<file path="config.mk">
export PLATFORM = sky130hd
export DESIGN_NAME = uart_rx_core
export DESIGN_NICKNAME = d
export VERILOG_FILES = /design/src/rtl/uart_rx_core.sv
export SDC_FILE = /design/constraint.sdc
export NUM_CORES = 1
export LEC_CHECK = 0
export CAP_MARGIN = 20
export CORE_MARGIN = 2
export CORE_UTILIZATION = 35
export CTS_BUF_LIST = sky130_fd_sc_hd__clkbuf_2
export DETAILED_ROUTE_END_ITERATION = 8
export REMOVE_ABC_BUFFERS = 1
export SYNTH_ARGS = -nofsm -noshare
export SYNTH_HDL_FRONTEND = slang
export SYNTH_SLANG_ARGS = --single-unit
export TNS_END_PERCENT = 30
</file>
<file path="constraint.sdc">
create_clock -name CLK -period 4.9 [get_ports CLK]
set_clock_uncertainty 0.2 [all_clocks]
set_input_delay 1.225 -clock CLK [delete_from_list [all_inputs] [get_ports CLK]]
set_output_delay 1.225 -clock CLK [all_outputs]
set_load 0.01 [all_outputs]
</file>
<file path="src/rtl/uart_rx_core.sv">
// 8N1 serial receiver: two-flop synchronizer, mid-bit sampling, framing-error/break handling.
// Define UART_RX_PARITY_EN to expect one even-parity bit between bit 7 and the stop bit (8E1).
module uart_rx_core #(
  parameter int CLK_PER_BIT = 868
) (
  input  logic       CLK,
  input  logic       reset,
  input  logic       rxd,
  output logic [7:0] data,
  output logic       valid,
  output logic       ferr,
  output logic       perr,
  output logic       busy
);

  localparam int CW = $clog2(CLK_PER_BIT);
  localparam int HALF = CLK_PER_BIT / 2;
  localparam logic [CW-1:0] HALF_LAST = CW'(HALF - 1);
  localparam logic [CW-1:0] BIT_LAST  = CW'(CLK_PER_BIT - 1);

`ifdef UART_RX_PARITY_EN
  typedef enum logic [2:0] {
    S_IDLE, S_START, S_DATA, S_PARITY, S_STOP, S_BREAK
  } state_t;
`else
  typedef enum logic [2:0] {
    S_IDLE, S_START, S_DATA, S_STOP, S_BREAK
  } state_t;
`endif

  state_t        state_q, state_d;
  logic [CW-1:0] cnt_q, cnt_d;
  logic [2:0]    idx_q, idx_d;
  logic [7:0]    shift_q, shift_d;
  logic [7:0]    data_q, data_d;
  logic          valid_q, valid_d;
  logic          ferr_q, ferr_d;
  logic [1:0]    sync_q, sync_d;
  logic          rxd_s;
  logic          bit_end;
`ifdef UART_RX_PARITY_EN
  logic          perr_q, perr_d;
  logic          par_bad_q, par_bad_d;
`endif

  // sync_q[1] is the only copy of the line the rest of the logic may look at.
  assign sync_d  = {sync_q[0], rxd};
  assign rxd_s   = sync_q[1];
  assign bit_end = (cnt_q == BIT_LAST);

  always_comb begin
    state_d = state_q;
    cnt_d   = cnt_q;
    idx_d   = idx_q;
    shift_d = shift_q;
    data_d  = data_q;
    valid_d = 1'b0;
    ferr_d  = 1'b0;
`ifdef UART_RX_PARITY_EN
    perr_d    = 1'b0;
    par_bad_d = par_bad_q;
`endif
    case (state_q)
      S_IDLE: begin
        if (!rxd_s) begin
          state_d = S_START;
          cnt_d   = '0;
        end
      end
      S_START: begin
        if (cnt_q == HALF_LAST) begin
          cnt_d   = '0;
          idx_d   = 3'd0;
          state_d = rxd_s ? S_IDLE : S_DATA;
        end else begin
          cnt_d = cnt_q + CW'(1);
        end
      end
      S_DATA: begin
        if (bit_end) begin
          cnt_d   = '0;
          shift_d = {rxd_s, shift_q[7:1]};
          idx_d   = idx_q + 3'd1;
          if (idx_q == 3'd7) begin
`ifdef UART_RX_PARITY_EN
            state_d = S_PARITY;
`else
            state_d = S_STOP;
`endif
          end
        end else begin
          cnt_d = cnt_q + CW'(1);
        end
      end
`ifdef UART_RX_PARITY_EN
      S_PARITY: begin
        if (bit_end) begin
          cnt_d     = '0;
          par_bad_d = ^{shift_q, rxd_s};
          state_d   = S_STOP;
        end else begin
          cnt_d = cnt_q + CW'(1);
        end
      end
`endif
      S_STOP: begin
        if (bit_end) begin
          cnt_d = '0;
          if (rxd_s) begin
            // Leaving half a bit early keeps back-to-back start edges catchable.
            state_d = S_IDLE;
`ifdef UART_RX_PARITY_EN
            if (par_bad_q) begin
              perr_d = 1'b1;
            end else begin
              valid_d = 1'b1;
              data_d  = shift_q;
            end
`else
            valid_d = 1'b1;
            data_d  = shift_q;
`endif
          end else begin
            ferr_d  = 1'b1;
            state_d = S_BREAK;
          end
        end else begin
          cnt_d = cnt_q + CW'(1);
        end
      end
      S_BREAK: begin
        if (rxd_s) begin
          state_d = S_IDLE;
        end
      end
      default: begin
        state_d = S_IDLE;
        cnt_d   = '0;
      end
    endcase
  end

  always_ff @(posedge CLK) begin
    if (reset) begin
      state_q <= S_IDLE;
      cnt_q   <= '0;
      idx_q   <= 3'd0;
      shift_q <= 8'h00;
      data_q  <= 8'h00;
      valid_q <= 1'b0;
      ferr_q  <= 1'b0;
      sync_q  <= 2'b11;
`ifdef UART_RX_PARITY_EN
      perr_q    <= 1'b0;
      par_bad_q <= 1'b0;
`endif
    end else begin
      state_q <= state_d;
      cnt_q   <= cnt_d;
      idx_q   <= idx_d;
      shift_q <= shift_d;
      data_q  <= data_d;
      valid_q <= valid_d;
      ferr_q  <= ferr_d;
      sync_q  <= sync_d;
`ifdef UART_RX_PARITY_EN
      perr_q    <= perr_d;
      par_bad_q <= par_bad_d;
`endif
    end
  end

  assign data  = data_q;
  assign valid = valid_q;
  assign ferr  = ferr_q;
  assign busy  = (state_q != S_IDLE);
`ifdef UART_RX_PARITY_EN
  assign perr  = perr_q;
`else
  assign perr  = 1'b0;
`endif

  // A frame reports at most one outcome, and never in two adjacent cycles.
  assert property (@(posedge CLK) disable iff (reset) $onehot0({valid, ferr, perr}));
  assert property (@(posedge CLK) disable iff (reset)
    (valid || ferr || perr) |=> !(valid || ferr || perr));

endmodule
</file>
==> results by stage <==
Routing:
- The number of vias per cell after detailed routing is ~5.
- After detailed routing, the average wire length per cell comes to 12.2 µm.
- The wire length reported by the detailed router is roughly 3300 µm.
- The detailed-route DRC error count is 0.
- After the first detailed-routing iteration, the DRC count stood at 84.
- For this block, the via count after detailed routing is between 1k and 1.5k.
- The remaining antenna violation count after routing is 0.
- For this run, the detailed router's first-pass iteration total came to 4.

Layout:
- From synthesis to final layout, the design area changed by 12.6%.
- For this run, the post-layout net count is 211.
- The repair_antennas step left the layout with diodes totalling 0.
- Fill cells in the final layout number 491.
- The fraction of layout cells with a size suffix above 1 is 0.112.
- Registers take ~720 µm².
- In the final layout, the multi-input gates occupy 988 µm².

Synthesis:
- For this run, the leading register cell type out of synthesis is dfxtp_1.
- The post-synthesis cell type count is 49.
- For this run, the number of Yosys warnings is 0.
- The average cell area after synthesis is a little over 9 µm².
- The count of flip-flops with a built-in enable after synthesis is 0.
- By area the synthesized netlist is led by dfxtp_1, mux2i_1, nor2_1.
- Counting flops and latches in the post-synthesis netlist gives 36.
- The fraction of synthesized cell area taken by the top area cell type is 0.404.
- The most frequently used cell type in the post-synthesis netlist is dfxtp_1.
- The post-synthesis cell count is 194.
- The proportion of synthesized chip area in sequential cells is 0.404.
- In the synthesized netlist, the cells that appear most often are dfxtp_1, nor2_1, mux2i_1.
- After synthesis, the share of flip-flops with an asynchronous set or reset is 0.
- The cell area after synthesis is approximately 0.0018 mm².
- The biggest area contributor in the post-synthesis netlist is dfxtp_1.

STA:
- In the finished design, the share of the clock period the worst path needs comes to 0.634.
- Setup violations remaining at the end of the flow were counted as 0.
- The worst path in the final design needs a cycle of 3.11 ns, including I/O delays and setup.
- Summed over all failing endpoints, the final setup total negative slack is 0 ns.
- Setup repair after global routing left no endpoint under its margin.
- Derived from the worst setup path, the maximum achievable clock frequency is 0.322 GHz.
- Measured against its own limit, the worst slew margin works out to 0.363.
- The number of pins with negative max-slew slack in the final report is 0.
- The count of endpoints failing hold in the final timing report is 0.
- The slew at the pin with the worst max-slew slack is approximately 0.95 ns.

Clock tree:
- The clock passes through at most 2 buffers.
- TritonCTS built the clock tree.
- Once the clock tree was built, the setup fixing pass inserted 0 buffers.
- The later-pin clock latency in the skew report is 0.37 ns.
- The number of buffers added by the clock tree synthesis step is 5.
- The clock root buffer is clkbuf_2.
- The register clock-pin slew on the reported worst setup and hold paths is 0.19 ns.
- CTS built an H-tree with a depth of 2.
- The cts-stage hold buffer count is 0.
- For this design, the sink count on the clock tree is 36.
- Once the clock tree was built, the resizer swapped 0 gates to a different size.

Die:
- The area inside the core boundary is about 0.0048 mm².
- In this run the horizontal extent of the chip is 75.4 µm.
- Measured along the y axis, the die boundary spans 75.4 µm.
- For this design the top-level I/O count stands at 15.
- Row generation in the floorplan step produced 25 rows.
- The effective utilization at floorplan is 0.370.
- The die covers 0.00569 mm².

Power:
- The ratio of total power to cell area is 232 mW/mm².
- The maximum vdd ir drop is between 100 and 150 µV.
- The analysis attributes to cell leakage a power of 0.650 nW.
- The total power draw is approximately 0.00047 W.

Setup path:
- The worst setup path is of the flip-flop to output port kind.
- STA classifies the critical path startpoint as a flip-flop.
- The largest fanout on the critical path is 11.
- For the worst setup path, the data arrival time is 1.68 ns.
- STA classifies the critical path endpoint as an output port.
- For the worst setup path, the data required time is 3.47 ns.

Job:
- Max-cap violations in this run came to 0.

Global routing:
- The initial antenna violation count came to 0.
- The maximum number of pins on one net before global-route repair is 30.
- The first global-routing pass estimated 5780 µm of wire.
- For this run the aggregate overflow at the end of global routing stands at 0.
- The via count of the first global-routing pass is 1257.
- Across every metal layer, demand over resource in global routing totals 0.134.

Hold path:
- The type of the worst min-delay path is flip-flop to flip-flop.

Placement:
- The number of input and output port buffers inserted is 13.
- The final HPWL from detailed placement is 2240 µm.
- The congestion estimate from routability-driven global placement came to 0.744.

Status:
- The run finished with clean final reports.
-- state kept, by name, summed over array words and instances (netlist names) --
register / count
cnt_q: 10
data: 8
shift_q: 8
idx_q: 3
state_q: 3
sync_q: 2
ferr: 1
valid: 1
-- power by group --
group          total (W)  switching (W)  leakage [nW]  internal, W
Clock           0.000135      0.0000998        0.0266    0.0000357
Combinational  0.0000305      0.0000173         0.333    0.0000132
Sequential      0.000299     0.00000393         0.291     0.000295
Total           0.000465       0.000121         0.650     0.000344
-- cell families after synthesis --
family                     Yosys count  share of synthesized area
other                                1                    0.00210
muxes                               19                      0.109
buffers and inverters               18                     0.0456
AOI/OAI and AO/OA                   37                      0.163
xor gates and xnor gates             1                    0.00491
adders and majority gates            4                     0.0281
DFF                                 36                      0.404
and+or+nand+nor                     78                      0.243
-- through the flow --
| stage | instance area, µm² | hold WS, ns | instances | worst slack [ns] | util |
|---|---|---|---|---|---|
| 2_1_floorplan | 1720 | 0.189 | 180 | 2.19 | - |
| 3_5_place_dp | 1970 | 0.192 | 264 | 1.71 | 0.409 |
| 6_report | 2010 | 0.231 | 272 | 1.79 | 0.417 |
| 3_3_place_gp | 1970 | 0.193 | 264 | 1.72 | 0.409 |
| 4_1_cts | 2010 | 0.234 | 272 | 1.76 | 0.417 |
| 5_1_grt | 2010 | 0.281 | 272 | 1.68 | 0.417 |
-- layout by cell type, fill, tap and decap left out, drive strengths merged, types with 2 or more instances in the layout --
cell	Yosys	routed
clkbuf	7	6
nand3b	6	6
nand3	3	3
o22ai	4	4
nor2	25	25
nor4	4	4
nand4b	2	2
nand2	11	11
or4b	2	2
or2	4	4
inv	4	4
buf	7	4
o31a	3	3
o211ai	2	2
mux2i	18	18
o31ai	3	3
a21oi	10	10
ha	4	4
and2	4	4
o2111ai	3	3
nand2b	3	3
nor3	2	2
dfxtp	36	36
a31oi	2	2
nor2b	5	5
o21ai	3	3
clkdlybuf4s50	0	13
-- worst paths after layout --
path / cells past startpoint / start / slack [ns] / end
min: 1 / sync_q[0]$_SDFF_PP1_ / 0.23 / sync_q[1]$_SDFF_PP1_
max reg2reg: 5 / cnt_q[0]$_SDFFE_PP0P_ / 2.69 / idx_q[1]$_SDFFE_PP0P_
max: 2 / state_q[2]$_SDFFE_PP0P_ / 1.79 / busy
min reg2reg: 1 / sync_q[0]$_SDFF_PP1_ / 0.23 / sync_q[1]$_SDFF_PP1_
-- final cells by class --
cell class / instances / area share
inverters: 4 / 0.00747
multi-input cells: 140 / 0.492
well taps: 67 / 0.0417
repair buffers: 17 / 0.0797
flip-flops and latches: 36 / 0.359
clock buffers: 6 / 0.0149
clock inverters: 2 / 0.00560
-- per-layer routing --
metal  global-route usage  routed length (µm)
met5                    0                   0
met1                0.179                1640
met2                0.203                1490
met3               0.0437                 169
met4               0.0468                  23
-- worst max-delay path, stage by stage, from the launching register on --
cell and delay [ns]:
dfxtp_1 0.46, or3_1 0.38, clkdlybuf4s50_1 0.48
(Power assumes the default switching activity.)
